### src/rtl/dili_pkg.sv
// Shared constants for the Dilithium modular ALU pipeline: default modulus,
// operand width, Barrett constant and operation encoding.
package dili_pkg;

    localparam int unsigned Q  = 8380417;
    localparam int unsigned QW = 23;

    typedef enum logic [1:0] {
        MODE_MUL  = 2'b00,
        MODE_ADD  = 2'b01,
        MODE_SUB  = 2'b10,
        MODE_PASS = 2'b11
    } mode_e;

    // mu = floor(2^(2*qw) / q)
    function automatic longint unsigned barrett_mu(input int unsigned q, input int unsigned qw);
        return (64'd1 << (2 * qw)) / 64'(q);
    endfunction

    localparam longint unsigned MU = barrett_mu(Q, QW);

endpackage

### src/rtl/dili_modred_lane.sv
// One lane of the modular ALU: range check, product/add/sub, Barrett
// reduction and final correction spread over four register stages.
module dili_modred_lane import dili_pkg::*; #(
    parameter int unsigned Q  = dili_pkg::Q,
    parameter int unsigned QW = dili_pkg::QW
) (
    input  logic          clk_i,
    input  logic          rst_ni,
    input  logic          en_i,
    input  logic [1:0]    mode_i,
    input  logic [QW-1:0] a_i,
    input  logic [QW-1:0] b_i,
    output logic [QW-1:0] res_o,
    output logic          err_o
);

    localparam int unsigned PW   = 2 * QW;
    localparam int unsigned RW   = QW + 2;
    localparam logic [QW:0]   MU_L = (QW+1)'(barrett_mu(Q, QW));
    localparam logic [QW-1:0] Q_L  = QW'(Q);
    localparam logic [QW:0]   Q_W  = (QW+1)'(Q);
    localparam logic [RW-1:0] Q_R  = RW'(Q);

    mode_e         mode_c;
    logic          e_in_c;
    logic [PW-1:0] p_c;
    logic [QW:0]   sum_c;
    logic [QW:0]   dif_c;
    logic [QW-1:0] lin_c;
    logic [QW:0]   phi_c;
    logic [PW+1:0] t_c;
    logic [QW:0]   qe_c;
    logic [RW-1:0] r_c;
    logic [RW-1:0] r_a_c;
    logic [RW-1:0] r_b_c;
    logic [QW-1:0] res_d;

    logic [QW-1:0] a0_q, b0_q;
    mode_e         m0_q, m1_q, m2_q;
    logic          e0_q, e1_q, e2_q, err_q;
    logic [PW-1:0] p1_q;
    logic [QW-1:0] lin1_q, lin2_q, res_q;
    logic [RW-1:0] r2_q;

    assign mode_c = mode_e'(mode_i);
    assign e_in_c = (a_i >= Q_L) || ((mode_c != MODE_PASS) && (b_i >= Q_L));

    // Stage 1: full-width product and the single-correction add/sub/pass result
    assign p_c   = PW'(a0_q) * PW'(b0_q);
    assign sum_c = {1'b0, a0_q} + {1'b0, b0_q};
    assign dif_c = {1'b0, a0_q} - {1'b0, b0_q};

    always_comb begin
        lin_c = a0_q;
        case (m0_q)
            MODE_ADD: lin_c = (sum_c >= Q_W) ? QW'(sum_c - Q_W) : QW'(sum_c);
            MODE_SUB: lin_c = dif_c[QW] ? QW'(dif_c + Q_W) : QW'(dif_c);
            default:  lin_c = a0_q;
        endcase
    end

    // Stage 2: Barrett quotient estimate; remainder lands in [0, 3Q)
    assign phi_c = (QW+1)'(p1_q >> (QW - 1));
    assign t_c   = (PW+2)'(phi_c) * (PW+2)'(MU_L);
    assign qe_c  = (QW+1)'(t_c >> (QW + 1));
    assign r_c   = RW'(p1_q) - RW'(qe_c) * Q_R;

    // Stage 3: two conditional subtractions, error lanes forced to zero
    assign r_a_c = (r2_q >= Q_R) ? r2_q - Q_R : r2_q;
    assign r_b_c = (r_a_c >= Q_R) ? r_a_c - Q_R : r_a_c;
    assign res_d = e2_q ? '0 : ((m2_q == MODE_MUL) ? QW'(r_b_c) : lin2_q);

    always_ff @(posedge clk_i or negedge rst_ni) begin
        if (!rst_ni) begin
            a0_q   <= '0;
            b0_q   <= '0;
            m0_q   <= MODE_MUL;
            e0_q   <= 1'b0;
            p1_q   <= '0;
            lin1_q <= '0;
            m1_q   <= MODE_MUL;
            e1_q   <= 1'b0;
            r2_q   <= '0;
            lin2_q <= '0;
            m2_q   <= MODE_MUL;
            e2_q   <= 1'b0;
            res_q  <= '0;
            err_q  <= 1'b0;
        end else if (en_i) begin
            a0_q   <= a_i;
            b0_q   <= b_i;
            m0_q   <= mode_c;
            e0_q   <= e_in_c;
            p1_q   <= p_c;
            lin1_q <= lin_c;
            m1_q   <= m0_q;
            e1_q   <= e0_q;
            r2_q   <= r_c;
            lin2_q <= lin1_q;
            m2_q   <= m1_q;
            e2_q   <= e1_q;
            res_q  <= res_d;
            err_q  <= e2_q;
        end
    end

    assign res_o = res_q;
    assign err_o = err_q;

endmodule

### src/rtl/dili_modalu_pipe.sv
// Multi-lane modular ALU with a 4-stage lock-step pipeline, global stall
// back-pressure, tag sideband and occupancy counter.
module dili_modalu_pipe import dili_pkg::*; #(
    parameter int unsigned Q     = dili_pkg::Q,
    parameter int unsigned QW    = dili_pkg::QW,
    parameter int unsigned LANES = 2,
    parameter int unsigned TAG_W = 8
) (
    input  logic                clk_i,
    input  logic                rst_ni,
    input  logic                in_valid_i,
    output logic                in_ready_o,
    input  logic [1:0]          mode_i,
    input  logic [LANES*QW-1:0] a_i,
    input  logic [LANES*QW-1:0] b_i,
    input  logic [TAG_W-1:0]    tag_i,
    output logic                out_valid_o,
    input  logic                out_ready_i,
    output logic [LANES*QW-1:0] res_o,
    output logic [TAG_W-1:0]    tag_o,
    output logic [LANES-1:0]    rerr_o,
    output logic [2:0]          occ_o
);

    localparam int unsigned STAGES = 4;

    logic                               stall_c;
    logic                               accept_c;
    logic                               handshake_c;
    logic [STAGES-1:0]                  vld_q, vld_d;
    logic [STAGES-1:0][TAG_W-1:0]       tag_q, tag_d;
    logic [2:0]                         occ_q, occ_d;

    assign stall_c     = vld_q[STAGES-1] & ~out_ready_i;
    assign in_ready_o  = ~stall_c;
    assign accept_c    = in_valid_i & ~stall_c;
    assign handshake_c = vld_q[STAGES-1] & out_ready_i;

    // Whole pipe shifts as one; bubbles are only replaced when it advances
    always_comb begin
        vld_d = vld_q;
        tag_d = tag_q;
        occ_d = occ_q + 3'(accept_c) - 3'(handshake_c);
        if (!stall_c) begin
            vld_d = {vld_q[STAGES-2:0], accept_c};
            tag_d = {tag_q[STAGES-2:0], tag_i};
        end
    end

    always_ff @(posedge clk_i or negedge rst_ni) begin
        if (!rst_ni) begin
            vld_q <= '0;
            tag_q <= '0;
            occ_q <= '0;
        end else begin
            vld_q <= vld_d;
            tag_q <= tag_d;
            occ_q <= occ_d;
        end
    end

    for (genvar i = 0; i < LANES; i++) begin : g_lane
        dili_modred_lane #(
            .Q  (Q),
            .QW (QW)
        ) u_lane (
            .clk_i  (clk_i),
            .rst_ni (rst_ni),
            .en_i   (~stall_c),
            .mode_i (mode_i),
            .a_i    (a_i[i*QW +: QW]),
            .b_i    (b_i[i*QW +: QW]),
            .res_o  (res_o[i*QW +: QW]),
            .err_o  (rerr_o[i])
        );
    end

    assign out_valid_o = vld_q[STAGES-1];
    assign tag_o       = tag_q[STAGES-1];
    assign occ_o       = occ_q;

endmodule

### config.mk
export PLATFORM = sky130hd
export DESIGN_NAME = dili_modalu_pipe
export DESIGN_NICKNAME = d
export VERILOG_FILES = /design/src/rtl/dili_pkg.sv /design/src/rtl/dili_modred_lane.sv /design/src/rtl/dili_modalu_pipe.sv
export SDC_FILE = /design/constraint.sdc
export NUM_CORES = 2
export LEC_CHECK = 0
export CAP_MARGIN = 30
export CORE_MARGIN = 5
export CORE_UTILIZATION = 52
export CTS_CLUSTER_SIZE = 28
export DETAILED_ROUTE_END_ITERATION = 6
export GPL_TIMING_DRIVEN = 0
export PLACE_DENSITY = 0.71
export SYNTH_ARGS = -nofsm -noshare
export SYNTH_HDL_FRONTEND = slang
export SYNTH_SLANG_ARGS = --single-unit
### constraint.sdc
create_clock -name clk_i -period 26.6 [get_ports clk_i]
set_input_delay 5.32 -clock clk_i [delete_from_list [all_inputs] [get_ports clk_i]]
set_output_delay 5.32 -clock clk_i [all_outputs]
set_load 0.005 [all_outputs]
==> metrics.md <==
| Metric | Value |
|---|---|
| Hold buffer count at cts | 0 |
| Vias per inst | 5.88 |
| All-layer global routing usage | 36.6% |
| Die width | 391 um |
| First-pass GRT wire length | 415 mm |
| Pin count of the biggest net entering global routing | 112 |
| Yosys reg bits | 425 |
| Worst setup SP type | primary input |
| Worst Max-Slew Pin Slew | 1.10 ns |
| CP Data Arrival Time | 8.27 ns |
| Layout Nets | 11100 |
| CTS tree | done |
| Root Buffer | clkbuf_16 |
| Initial Utilization | 52.4% |
| CTS Buf Count | 56 |
| Die ar. | 153000 um^2 |
| Total Wirelength | 281 mm |
| Period Utilization, post-route | 51.1% |
| Worst reg2reg path depth | 34 |
| Final setup vio count | 0 |
| Final hold vios | 0 |
| Seq/Total Area, Yosys | 14.1% |
| Initial detailed-routing violation count | 6800 |
| Setup fix buffers added after clock tree synthesis | 0 |
| Clk buf depth | 3 |
| DR WL/cell | 25.6 um |
| CTS Sinks | 425 |
| Cell Area, Synth | 75400 um^2 |
| Status | complete, no violations |
| Row cnt | 139 |
| Period minus WS final | 13.59 ns |
| Vias in the first global route | 63900 |
| Worst hold path class | flip-flop to flip-flop |
| Most frequent cells in the layout | inv_1, nand2_1, fa_1 |
| RD Place Congestion | 1.04 |
| Hold_sp | tag_q[8] |
| R2r startpoint | g_lane[0].u_lane.p1_q[43] |
| Mapped Cells | 8753 |
| Area grow syn2layout | 8.92% |
| Post-CTS resize count | 0 |
| Hold EP | tag_q[16] |
| Max-cap violations | 0 |
| Top achievable clock speed | 73.6 MHz |
| Util after Layout | 57.1% |
| Post-Route Skew | 0.0430 ns |
| Total gr overflow | 0 |
| Flop-to-flop setup slack | 16.07 ns |
| Mapped Nets | 10900 |
| Crit Path Class | primary input to output port |
| Initial antenna violation count | 12 |
| Worst hold path stage count | 2 |
| Core footprint | 144000 um^2 |
| Share of layout cells above drive strength 1 | 2.84% |
| RSZ-0062 raised after global routing | false |
| Setup TNS | 0 ns |
| Rel. slew slack | 26.9% |
| Fillers | 13100 |
| Avg Cell Area, Syn | 8.62 um^2 |
| CTS H-Tree Depth | 2 |
| Die Span Y | 391 um |
| Most common cell after layout, fill and taps aside | inv_1 |
| DRT Pass-1 Iters | 6 |
| CP Data Required Time | 21.28 ns |
| Clock Pin Slew Worst Setup and Hold Paths | 0.06 ns |
| Yosys warning count | 0 |
| Number of flops mapped to enable cells by yosys | 0 |
| Post-synth ARST share | 100% |
| Final HPWL DP | 235 mm |
| Hold slack | 0.463 ns |
| Ports | 167 |
| RR Endpoint | g_lane[0].u_lane.r2_q[24] |
| Via count | 64500 |
| Clk_lat worst skew | 0.71 ns |
| Main synth FF type | dfrtp_1 |
| Antenna-violating nets left | 0 |
| Post-synth cell types | 102 |
| I/O Buffers | 166 |
| Pins Over Slew Limit | 0 |
| Drt drc | 0 |
| CP Max Fanout | 10 |
| Critical path endpoint category | output port |
[kinds of logic (layout without fill, tap and decap cells)]
family | Yosys count | count (layout) | synth area share, %
AO/OA/AOI/OAI | 1285 | 1285 | 10.8
XOR/XNOR | 409 | 409 | 4.80
adder cells (fa/ha/maj) | 2010 | 2010 | 43.9
buffers and inverters | 1873 | 2179 | 9.43
flip-flops | 425 | 425 | 14.1
multiplexers | 22 | 22 | 0.310
other | 0 | 6 | 0
AND/OR/NAND/NOR | 2729 | 2729 | 16.6
[cell usage after synthesis (all sizes together), types with 16 or more instances]
library cell / number / area, um^2
or3: 80 / 500
nand2b: 53 / 332
o21ai: 355 / 1780
nand4: 39 / 250
o31ai: 34 / 269
a21o: 99 / 743
nor2b: 42 / 263
a31oi: 51 / 325
clkbuf: 334 / 1260
o22ai: 19 / 119
inv: 1493 / 5600
nor2: 372 / 1400
and2: 280 / 1750
and3: 41 / 257
nor4b: 18 / 158
nand2: 1437 / 5390
xnor2: 271 / 2370
o21a: 35 / 263
nor4: 51 / 347
buf: 45 / 246
a211o: 18 / 158
xor2: 135 / 1180
or2: 38 / 238
nand3: 97 / 485
and4: 16 / 140
a221oi: 18 / 158
dfrtp: 425 / 10600
a211oi: 39 / 298
fa: 1063 / 21300
o211ai: 43 / 328
a21oi: 364 / 1820
ha: 947 / 11800
nor3b: 17 / 133
o21bai: 27 / 203
nor3: 108 / 546
a22oi: 21 / 158
[routing by layer]
metal  vias to the layer above  GRT usage, %  wire length, um
li1                      28500             -                -
met1                     32200          53.3           121000
met2                      3343          50.6           111000
met3                       422          14.1            39400
met4                        10          10.2             8790
met5                         -          1.69              272
[worst max-delay path by stage]
stage               slack [ns]   startpoint                   endpoint
global route             12.97  out_ready_i                 in_ready_o
floorplan                15.12  out_ready_i                 in_ready_o
detailed placement       13.09  out_ready_i                 in_ready_o
CTS                      13.07  out_ready_i                 in_ready_o
finish                   13.01  out_ready_i                 in_ready_o
global placement          0.26       rst_ni  g_lane[1].u_lane.p1_q[27]
[sequential cells by signal, summed over array words and instances (netlist names)]
signal and cells:
g_lane.u_lane.lin2_q 46, tag_q 24, occ_o 3, tag_o 8, g_lane.u_lane.r2_q 50, g_lane.u_lane.m0_q 2, g_lane.u_lane.b0_q 46, vld_q 4
g_lane.u_lane.a0_q 46, g_lane.u_lane.e1_q 2, g_lane.u_lane.err_o 2, g_lane.u_lane.lin1_q 46, g_lane.u_lane.e0_q 2, g_lane.u_lane.e2_q 2, g_lane.u_lane.m1_q 2, g_lane.u_lane.m2_q 2
g_lane.u_lane.p1_q 92, g_lane.u_lane.res_o 46
[layout make-up]
cell class	count	area (um^2)	share of cell area (%)
antenna	6	15.0	0.0183
buffer	379	1500	1.83
clock buffer	72	1540	1.88
clock inverter	32	558	0.679
inverter	1494	5610	6.83
multi-input combinational	6455	57700	70.2
sequential	425	10600	12.9
tap	1903	2380	2.90
timing repair buffer	202	2230	2.71
[worst max-delay path: stages]
cell             delay, ns
clkdlybuf4s50_1       0.47
nor2b_1               0.05
clkbuf_1              0.31
inv_2                 0.33
clkbuf_1              0.49
buf_8                 0.25
buf_1                 0.43
clkdlybuf4s50_1       0.60
[metrics by stage]
stage	area, um^2	cells	worst slack, ns
5_1_grt	82200	11000	12.97
3_3_place_gp	79500	10800	0.255
2_1_floorplan	75400	8753	15.12
4_1_cts	82000	11000	13.07
3_5_place_dp	79900	10800	13.09
6_report	82200	11000	13.01
Power is left out: the tool's default activity adds up to more than one toggle a clock period on the data nets, which glitch-free logic cannot reach.
